### config.mk
export PLATFORM = sky130hd
export DESIGN_NAME = ring_rr_arbiter_flat
export DESIGN_NICKNAME = d
export VERILOG_FILES = /design/src/rtl/ring_rr_arbiter_pkg.sv /design/src/rtl/ring_rr_arbiter_if.sv /design/src/rtl/ring_rr_arbiter_rr_pick.sv /design/src/rtl/ring_rr_arbiter.sv /design/src/flat_wrapper.sv
export SDC_FILE = /design/constraint.sdc
export NUM_CORES = 1
export LEC_CHECK = 0
export ABC_AREA = 1
export CAP_MARGIN = 20
export CORE_MARGIN = 8
export CORE_UTILIZATION = 23
export DETAILED_ROUTE_END_ITERATION = 8
export PLACE_DENSITY_LB_ADDON = 0.15
export SLEW_MARGIN = 25
export SYNTH_ARGS = -nofsm -noshare
export SYNTH_HDL_FRONTEND = slang
export SYNTH_SLANG_ARGS = --single-unit
### constraint.sdc
create_clock -name clk -period 1.69 [get_ports clk]
set_input_delay 0.507 -clock clk [delete_from_list [all_inputs] [get_ports clk]]
set_output_delay 0.507 -clock clk [all_outputs]
set_load 0.005 [all_outputs]
### src/rtl/ring_rr_arbiter_pkg.sv
// ----------------------------------------------------------------------------
// ring_rr_arbiter_pkg
// Shared definitions for the ring round-robin arbiter:
//   state_e    - arbiter FSM states (IDLE, GRANT)
//   clog2      - constant ceil(log2) used to size gnt_id and the hold counter
//   params_ok  - legality check on N / MAX_HOLD, evaluated at elaboration
// ----------------------------------------------------------------------------
package ring_rr_arbiter_pkg;

    typedef enum logic [0:0] {
        ST_IDLE  = 1'b0,
        ST_GRANT = 1'b1
    } state_e;

    function automatic int clog2(input int value);
        int r;
        r = 0;
        for (int i = 0; i < 32; i++) begin
            if ((1 << r) < value) r++;
        end
        return r;
    endfunction

    // N must be at least 2 and MAX_HOLD at least 1.
    function automatic bit params_ok(input int n, input int max_hold);
        return (n >= 2) && (max_hold >= 1);
    endfunction

endpackage

### src/rtl/ring_rr_arbiter_if.sv
// ----------------------------------------------------------------------------
// ring_rr_arbiter_if
// Request/grant bundle between the requesting engines and the arbiter.
//   en        - arbiter enable (requester side drives)
//   req[N]    - level-sensitive requests
//   gnt[N]    - registered one-hot / all-zero grant
//   gnt_valid - |gnt
//   gnt_id    - binary index of the granted requester (0 when idle)
//   ptr[N]    - one-hot ring priority pointer
//   preempt   - one-cycle pulse on a forced release at MAX_HOLD
// Modports: master = requester side, slave = arbiter side.
// ----------------------------------------------------------------------------
interface ring_rr_arbiter_if
    import ring_rr_arbiter_pkg::*;
#(
    parameter int N = 4
);
    localparam int IW = clog2(N);

    logic          en;
    logic [N-1:0]  req;
    logic [N-1:0]  gnt;
    logic          gnt_valid;
    logic [IW-1:0] gnt_id;
    logic [N-1:0]  ptr;
    logic          preempt;

    modport master (
        output en, req,
        input  gnt, gnt_valid, gnt_id, ptr, preempt
    );

    modport slave (
        input  en, req,
        output gnt, gnt_valid, gnt_id, ptr, preempt
    );

endinterface

### src/rtl/ring_rr_arbiter_rr_pick.sv
// ----------------------------------------------------------------------------
// rr_pick
// Combinational round-robin winner search.
//   ptr[N]     - one-hot start position of the scan
//   req[N]     - request vector
//   win_oh[N]  - one-hot winner (0 when no request)
//   win_idx    - binary index of the winner (0 when no request)
//   win_any    - at least one request present
// The request vector is doubled; the lower copy is masked to positions at or
// above ptr, so the first set bit of the doubled vector is the first request
// found scanning from ptr upward with wrap-around.
// ----------------------------------------------------------------------------
module rr_pick
    import ring_rr_arbiter_pkg::*;
#(
    parameter int N  = 4,
    parameter int IW = clog2(N)
) (
    input  logic [N-1:0]  ptr,
    input  logic [N-1:0]  req,
    output logic [N-1:0]  win_oh,
    output logic [IW-1:0] win_idx,
    output logic          win_any
);

    logic [N-1:0]   mask_lo;
    logic [2*N-1:0] dbl;

    // ~(ptr - 1) sets every bit at or above the one-hot pointer position.
    assign mask_lo = ~(ptr - N'(1));
    assign dbl     = {req, req & mask_lo};
    assign win_any = |req;

    always_comb begin
        logic found;
        found   = 1'b0;
        win_oh  = '0;
        win_idx = '0;
        for (int i = 0; i < 2 * N; i++) begin
            if (!found && dbl[i]) begin
                found             = 1'b1;
                win_oh[i % N]     = 1'b1;
                win_idx           = IW'(i % N);
            end
        end
    end

endmodule

### src/rtl/ring_rr_arbiter.sv
// ----------------------------------------------------------------------------
// ring_rr_arbiter
// Round-robin arbiter with a one-hot rotating ring pointer and a per-grant
// hold cap of MAX_HOLD cycles.
//   clk  - clock, rising edge
//   rst  - asynchronous, active-low reset
//   bus  - ring_rr_arbiter_if.slave (en, req in; gnt, gnt_valid, gnt_id,
//          ptr, preempt out)
// A grant is held while the owner keeps requesting and en stays high, up to
// MAX_HOLD cycles. Every release rotates ptr one position past the owner and
// leaves one idle cycle before the next grant.
// ----------------------------------------------------------------------------
module ring_rr_arbiter
    import ring_rr_arbiter_pkg::*;
#(
    parameter int N        = 4,
    parameter int MAX_HOLD = 8
) (
    input logic               clk,
    input logic               rst,
    ring_rr_arbiter_if.slave  bus
);

    localparam int IW = clog2(N);
    localparam int HW = clog2(MAX_HOLD + 1);

    localparam logic [0:0] IDLE  = ST_IDLE;
    localparam logic [0:0] GRANT = ST_GRANT;

    if (!params_ok(N, MAX_HOLD)) begin : g_param_check
        $error("ring_rr_arbiter: N must be >= 2 and MAX_HOLD >= 1");
    end

    logic [0:0]    state_q;
    logic [N-1:0]  gnt_q;
    logic [IW-1:0] gid_q;
    logic [N-1:0]  ptr_q;
    logic [HW-1:0] hold_q;
    logic          pre_q;

    logic [N-1:0]  pick_oh;
    logic [IW-1:0] pick_idx;
    logic          pick_any;
    logic          owner_req;
    logic          hold_max;

    rr_pick #(.N(N), .IW(IW)) u_pick (
        .ptr     (ptr_q),
        .req     (bus.req),
        .win_oh  (pick_oh),
        .win_idx (pick_idx),
        .win_any (pick_any)
    );

    assign owner_req = bus.req[gid_q];
    assign hold_max  = (hold_q == HW'(MAX_HOLD));

    always_ff @(posedge clk or negedge rst) begin
        if (!rst) begin
            state_q <= IDLE;
            gnt_q   <= '0;
            gid_q   <= '0;
            ptr_q   <= N'(1);
            hold_q  <= '0;
            pre_q   <= 1'b0;
        end else begin
            pre_q <= 1'b0;
            case (state_q)
                IDLE: begin
                    if (bus.en && pick_any) begin
                        gnt_q   <= pick_oh;
                        gid_q   <= pick_idx;
                        hold_q  <= HW'(1);
                        state_q <= GRANT;
                    end
                end
                GRANT: begin
                    if (!bus.en || !owner_req || hold_max) begin
                        gnt_q   <= '0;
                        gid_q   <= '0;
                        hold_q  <= '0;
                        state_q <= IDLE;
                        // Rotating the one-hot grant yields onehot(owner+1).
                        ptr_q   <= {gnt_q[N-2:0], gnt_q[N-1]};
                        // Only a cap-driven release counts as preemption.
                        pre_q   <= bus.en && owner_req;
                    end else begin
                        hold_q <= hold_q + HW'(1);
                    end
                end
                default: state_q <= IDLE;
            endcase
        end
    end

    assign bus.gnt       = gnt_q;
    assign bus.gnt_valid = |gnt_q;
    assign bus.gnt_id    = gid_q;
    assign bus.ptr       = ptr_q;
    assign bus.preempt   = pre_q;

endmodule
### src/flat_wrapper.sv
// flat-port wrapper written by rule: the top's interface ports become plain ports
module ring_rr_arbiter_flat import ring_rr_arbiter_pkg::*;
#(
    parameter int N        = 4,
    parameter int MAX_HOLD = 8
)
  (clk, rst, bus_en, bus_req, bus_gnt, bus_gnt_valid, bus_gnt_id, bus_ptr, bus_preempt);
  ring_rr_arbiter_if #(.N(N)) bus_i ();
  input logic clk;
  input logic rst;
  input wire logic [$bits(bus_i.en)-1:0] bus_en;
  input wire logic [$bits(bus_i.req)-1:0] bus_req;
  output wire logic [$bits(bus_i.gnt)-1:0] bus_gnt;
  output wire logic [$bits(bus_i.gnt_valid)-1:0] bus_gnt_valid;
  output wire logic [$bits(bus_i.gnt_id)-1:0] bus_gnt_id;
  output wire logic [$bits(bus_i.ptr)-1:0] bus_ptr;
  output wire logic [$bits(bus_i.preempt)-1:0] bus_preempt;
  assign bus_i.en = bus_en;
  assign bus_i.req = bus_req;
  assign bus_gnt = bus_i.gnt;
  assign bus_gnt_valid = bus_i.gnt_valid;
  assign bus_gnt_id = bus_i.gnt_id;
  assign bus_ptr = bus_i.ptr;
  assign bus_preempt = bus_i.preempt;
  ring_rr_arbiter #(.N(N), .MAX_HOLD(MAX_HOLD)) u_core (.clk(clk), .rst(rst), .bus(bus_i));
endmodule
### After elaboration in Yosys (flattened, before gate mapping)

Index checks and enable logic that the tools add are counted.

* flip-flop bits (word level): 16
* bits of input ports: 7
* output and inout bits: 12

* $add $sub $neg: 2
* $lt $le $gt $ge: 1
* equality and inequality tests: 3
* mux-type cells: 37
* bitwise operators: 3
* reductions and logical operators: 24

Operator list (number)
* 1-bit 2-to-1 mux: 20
* 2-bit 2-to-1 mux: 8
* 4-bit 2-to-1 mux: 4
* 4-bit one-hot mux with 2 select lines: 2
* 1-bit logical AND: 9
* 1-bit zero test: 9
* 4-bit OR reduction: 2
* 4-bit by 1-bit adder with 4-bit output (second input constant): 1
* 4-bit bitwise AND: 1
* 4-bit equality test (second input constant): 1
* 4-bit inverter: 1
* 2-bit one-hot mux with 2 select lines: 1
* 2-bit AND reduction: 2
* 4-bit by 1-bit subtractor with 4-bit output (second input constant): 1
* 2-bit by 3-bit less-than comparator with 1-bit output (second input constant): 1
* 1-bit binary-select mux with 2-bit select: 1
* 1-bit logical OR: 2
* 2-bit by 1-bit inequality test with 1-bit output (second input constant): 1
* 2-bit inequality test (second input constant): 1
* 1-bit one-hot mux with 2 select lines: 1
* 1-bit inverter: 1

### Logic depth before layout (Yosys ltp)

Gate-level depths: netlist (run 1).

* depth in word-level cells: 27
* depth in mapped cells: 13

### Hierarchy

A second synthesis (run 1) with hierarchy kept.

* cell total of the unflattened synthesis: 138
* area total of the unflattened synthesis: 1027.2 µm²

Modules (own cells, without submodules)
* ring_rr_arbiter: instances 1, cells each 91, area each 788.3 µm², sequential area each 401.6 µm²
* rr_pick: instances 1, cells each 47, area each 239.0 µm², sequential area each 0.0 µm²

### Least setup slack after synthesis (run 1)

Ideal clock, no wire load.

* path type: register to register
* start point: reg u_core.ptr_q[0] (netlist: u_core.bus.ptr[0])
* end point: reg u_core.gid_q[0] (netlist: u_core.bus.gnt_id[0])
* library setup time: 0.065 ns
* data arrival time: 1.633 ns
* data required time: 1.625 ns
* slack: -0.009 ns
* cell stages (with the launch flop): 13
* buffers on the path: 0
* clock period less this slack: 1.699 ns
* cell sequence: dfstp_2 > inv_1 > ha_1 > nand2_1 > nand2_1 > inv_1 > nand2_1 > or2_2 > nand2_1 > nor2_1 > nand2_1 > nand2_1 > nand2_1

* word-level cells in the longest chain between the ends: 27
* elaborated cells between the ends (all ways): 33
* those cells by class: 1 x add/sub; 16 x mux; 2 x bitwise; 14 x reduce/logical

Ends and longest elaborated chain
* from (decl): line ring_rr_arbiter.sv:37 `logic [N-1:0] ptr_q;`
* from (signal assigned): line ring_rr_arbiter.sv:84 `ptr_q <= {gnt_q[N-2:0], gnt_q[N-1]};`
* 4-bit by 1-bit subtractor with 4-bit output (*): line ring_rr_arbiter_rr_pick.sv:30 `assign mask_lo = ~(ptr - N'(1));`
* 4-bit inverter (*): line ring_rr_arbiter_rr_pick.sv:30
* 4-bit bitwise AND (*): line ring_rr_arbiter_rr_pick.sv:31 `assign dbl = {req, req & mask_lo};`
* 1-bit 2-to-1 mux: line ring_rr_arbiter_rr_pick.sv:40 `if (!found && dbl[i]) begin`
* 1-bit zero test: line ring_rr_arbiter_rr_pick.sv:40
* 1-bit logical AND: line ring_rr_arbiter_rr_pick.sv:40
* 1-bit 2-to-1 mux: line ring_rr_arbiter_rr_pick.sv:40
* 1-bit zero test: line ring_rr_arbiter_rr_pick.sv:40
* [11 not listed]
* 1-bit zero test: line ring_rr_arbiter_rr_pick.sv:40
* 1-bit logical AND: line ring_rr_arbiter_rr_pick.sv:40
* 1-bit 2-to-1 mux: line ring_rr_arbiter_rr_pick.sv:40
* 1-bit zero test: line ring_rr_arbiter_rr_pick.sv:40
* 1-bit logical AND: line ring_rr_arbiter_rr_pick.sv:40
* 2-bit 2-to-1 mux (*): line ring_rr_arbiter_rr_pick.sv:40
* 2-bit 2-to-1 mux (*): line ring_rr_arbiter.sv:70 `if (bus.en && pick_any) begin`
* 2-bit one-hot mux with 2 select lines (*): line ring_rr_arbiter.sv:68 `case (state_q)`
* to (signal assigned): line ring_rr_arbiter.sv:72 `gid_q <= pick_idx;`
* to (decl): line ring_rr_arbiter.sv:36 `logic [IW-1:0] gid_q;`

Every way passes the cells marked *; elsewhere a longest branch is shown, timed or not. The select of a mux whose other input is x is not followed.
A chain may end at the register's enable or synchronous reset.

### Worst setup path in the final report (run 1)

* start point: reg u_core.ptr_q[0] (netlist: u_core.bus.ptr[0])
* end point: out bus_ptr[0]

RTL lines
* to (decl): line flat_wrapper.sv:16 `output wire logic [$bits(bus_i.ptr)-1:0] bus_ptr;`

No word-level cell between the ends.

==> results of run 1 <==
## final timing paths
| path | slack [ns] | from | depth (start not counted) | endpoint |
|---|---|---|---|---|
| worst max-delay path | 0.06 | u_core.bus.ptr[0]$_DFFE_PN1P_ | 2 | bus_ptr[0] |
| worst min-delay path | 0.48 | rst | 1 | u_core.bus.ptr[2]$_DFFE_PN0P_ |
| worst max register to register | 0.06 | u_core.bus.ptr[0]$_DFFE_PN1P_ | 13 | u_core.bus.gnt[2]$_DFFE_PN0P_ |
| worst min register to register | 0.59 | u_core.bus.gnt[3]$_DFFE_PN0P_ | 2 | u_core.bus.ptr[0]$_DFFE_PN1P_ |
| max in group asynchronous | 0.79 | rst | 2 | u_core.bus.gnt_id[1]$_DFFE_PN0P_ |
| min in group clk | 0.59 | u_core.bus.gnt[3]$_DFFE_PN0P_ | 2 | u_core.bus.ptr[0]$_DFFE_PN1P_ |
## cell families after synthesis
logic type | count (synthesis) | synth area share
AND/OR/NAND/NOR | 59 | 0.276
adder cells (fa/ha/maj) | 3 | 0.0408
buffers and inverters | 24 | 0.106
AO/OA/AOI/OAI | 20 | 0.122
flip-flops | 16 | 0.436
XOR/XNOR | 2 | 0.0190
## synth_stat cells (all sizes together)
cell    instances  share of area
nand2          37           0.16
xor2            1         0.0095
ha              3          0.041
inv            23          0.094
o22ai           3          0.020
a21oi           2          0.011
or2             1         0.0068
buf             1          0.012
dfstp           1          0.029
nand4           2          0.014
o211ai          1         0.0082
dfrtp          15           0.41
nor2            7          0.031
a21boi          1          0.012
o21ai          13          0.071
nand3          12          0.065
xnor2           1         0.0095
## metrics by stage
stage | instance area (um^2) | hold slack [ns] | TNS (ns)
after floorplan | 921 | 0.211 | 0
after global placement | 1280 | 0.538 | -4.05
after detailed placement | 1280 | 0.550 | -3.93
after CTS | 1380 | 0.485 | 0
after global routing | 1440 | 0.497 | -0.0399
final | 1440 | 0.475 | 0
## layout by cell type, fill, tap and decap left out, drive strengths merged, types with 2 or more instances in the layout
cell type	Yosys	routed
dlygate4sd2	0	6
a21oi	2	2
buf	1	25
o21ai	13	13
o22ai	3	3
clkbuf	0	4
clkdlybuf4s50	0	11
inv	23	23
nor2	7	7
nand3	12	12
nand4	2	2
ha	3	3
nand2	37	37
dfrtp	15	15
## metal layers
metal | routed length (um) | GRT usage
met1 | 1170 | 0.0947
met2 | 1110 | 0.126
met3 | 105 | 0.0214
met4 | 16 | 0.0333
met5 | 0 | 0
## area by class of cell
type                            count  area share
Multi-Input combinational cell     84       0.333
Sequential cell                    16       0.278
Timing Repair Buffer               43       0.254
Inverter                           23      0.0598
Tap cell                           50      0.0434
Clock buffer                        4      0.0312
## what timing repair did
action | in CTS | in global routing
resized for setup | 16 | 12
gates cloned | 0 | 0
buffers inserted | 4 | 4
pin swaps | 1 | 12
setup endpoints to repair | 15 | 12
## registers in the layout (all words and copies together), names as in the netlist
| register | flops |
|---|---|
| u_core.hold_q | 4 |
| u_core.bus.ptr | 4 |
| u_core.bus.gnt_id | 2 |
| u_core.bus.gnt | 4 |
| u_core.bus.preempt | 1 |
| u_core.state_q | 1 |
## power by group
group	switching, mW	total [mW]	internal, mW	leakage, nW
logic	0.691	1.39	0.701	0.483
clock network	0.118	0.284	0.167	0.0228
registers	0.0986	0.617	0.518	0.210
total	0.908	2.29	1.39	0.716
==> out/metrics.cfg, run 1 <==
[outcome]
outcome=complete, no violations

[synth]
synth_nets=134
seq_area_frac_synth=0.436
synth.lib_cells_used.distinct=21
syn-instance-count=124
syn_area_um2=921
yosysWarnings=0
synthesized_flop_and_latch_total=16
syn_area_per_cell_um2=7.43

[clock_network]
numCtsBuffers=3
clkSinkCount=16
clock_path_buffers=2
clk_latency_ns=0.24
clk_transition_reported_paths_ns=0.06
cts-hold-fix-buffers=0
ctsHtreeMaxLevel=1
root_buffer=clkbuf_8
tritoncts=yes

[grt]
global_route_total_overflow=0
total_routing_usage_reported_by_global_routing=0.0779
number_of_global_route_vias_before_repair=913
antenna_violations_before_repair=0
wire_length_of_the_first_global_routing_pass_um=3980
grt_start_max_net_pins=13

[timing]
final_hold_viol_count=0
maxClockFrequency_mhz=613
count_of_final_setup_violators=0
finalCriticalPeriod_ns=1.63
postLayoutSetupSlackWorst_ns=0.0578
skew_ns=0.00107
final_max_slew_viol_count=0
layout_worst_path_cycle_share=0.966
timing.max_slew.rel_slack=0.809
worst_pin_slew_ns=0.284
grt_setup_unrepaired=yes

[drt]
num_vias=909
route.final.wire_length_um=2410
wl_per_cell_um=10.9
drt_drc_violations_left=0
vias_per_cell=4.13
first_pass_iters=4
detail_route.iter0.violations=22
ant_nets=0

[pwr]
standby_leakage_power_nw=0.716
fin_total_pwr_mw=2.29
worst_ir_drop_vdd_mv=0.449
power_density_nw_per_um2=1590

[floorplanning]
start_util=0.235
rows=23
core_area_um2=3910
fp.dieArea_um2=6280
ioPinCount=19
floorplan.die.height_um=79.3
dieWidth_um=79.3

[setup_path]
timing.critical_path.required_ns=1.18
arrival_worst_endpoint_ns=1.13
critPathKind=reg -> out
crit_path_cell_trace=buf_4 -> dlygate4sd2_1
cp-start-kind=flop
critical-path-max-stage-delay_ns=0.54
critical-path-top-delay-family=flip-flops
critPathBufInv=2
worstPathMaxFanout=3
cpMaxStageDelayCell=dfstp_2
element_type_at_the_critical_path_end=output port

[final_layout]
nNetsFinal=181
layout-drive-gt1-share=0.294
areaGrowthSynthToFinish_pct=56.7
post_layout_utilization_of_the_core=0.369
count_of_fill_cells_added_during_filler_insertion=432
stdcell_count=220
multiInputGateArea_um2=480
n_antenna_cell=0
area_taken_by_flip_flops_and_latches_um2=402

[placement]
post-dp-hpwl_um=1910
numPortBuffers=18
dpl_worst_slack_ns=-0.318
gp_congestion=0.793
numPlacedInstances=208

[job]
drv_cap=0

[worst_hold_path]
hold_class=in -> async

Note: power is estimated with default switching activity, not from simulation.
==> inputs of run 2 (changes only) <==
--- a/config.mk
+++ b/config.mk
@@ -11,7 +11,7 @@
 export CORE_UTILIZATION = 23
 export DETAILED_ROUTE_END_ITERATION = 8
 export PLACE_DENSITY_LB_ADDON = 0.15
-export SLEW_MARGIN = 25
+export SLEW_MARGIN = 40
 export SYNTH_ARGS = -nofsm -noshare
 export SYNTH_HDL_FRONTEND = slang
 export SYNTH_SLANG_ARGS = --single-unit
==> results of run 2 <==
The final DEF is identical to that of run 1; final timing and power are the same.
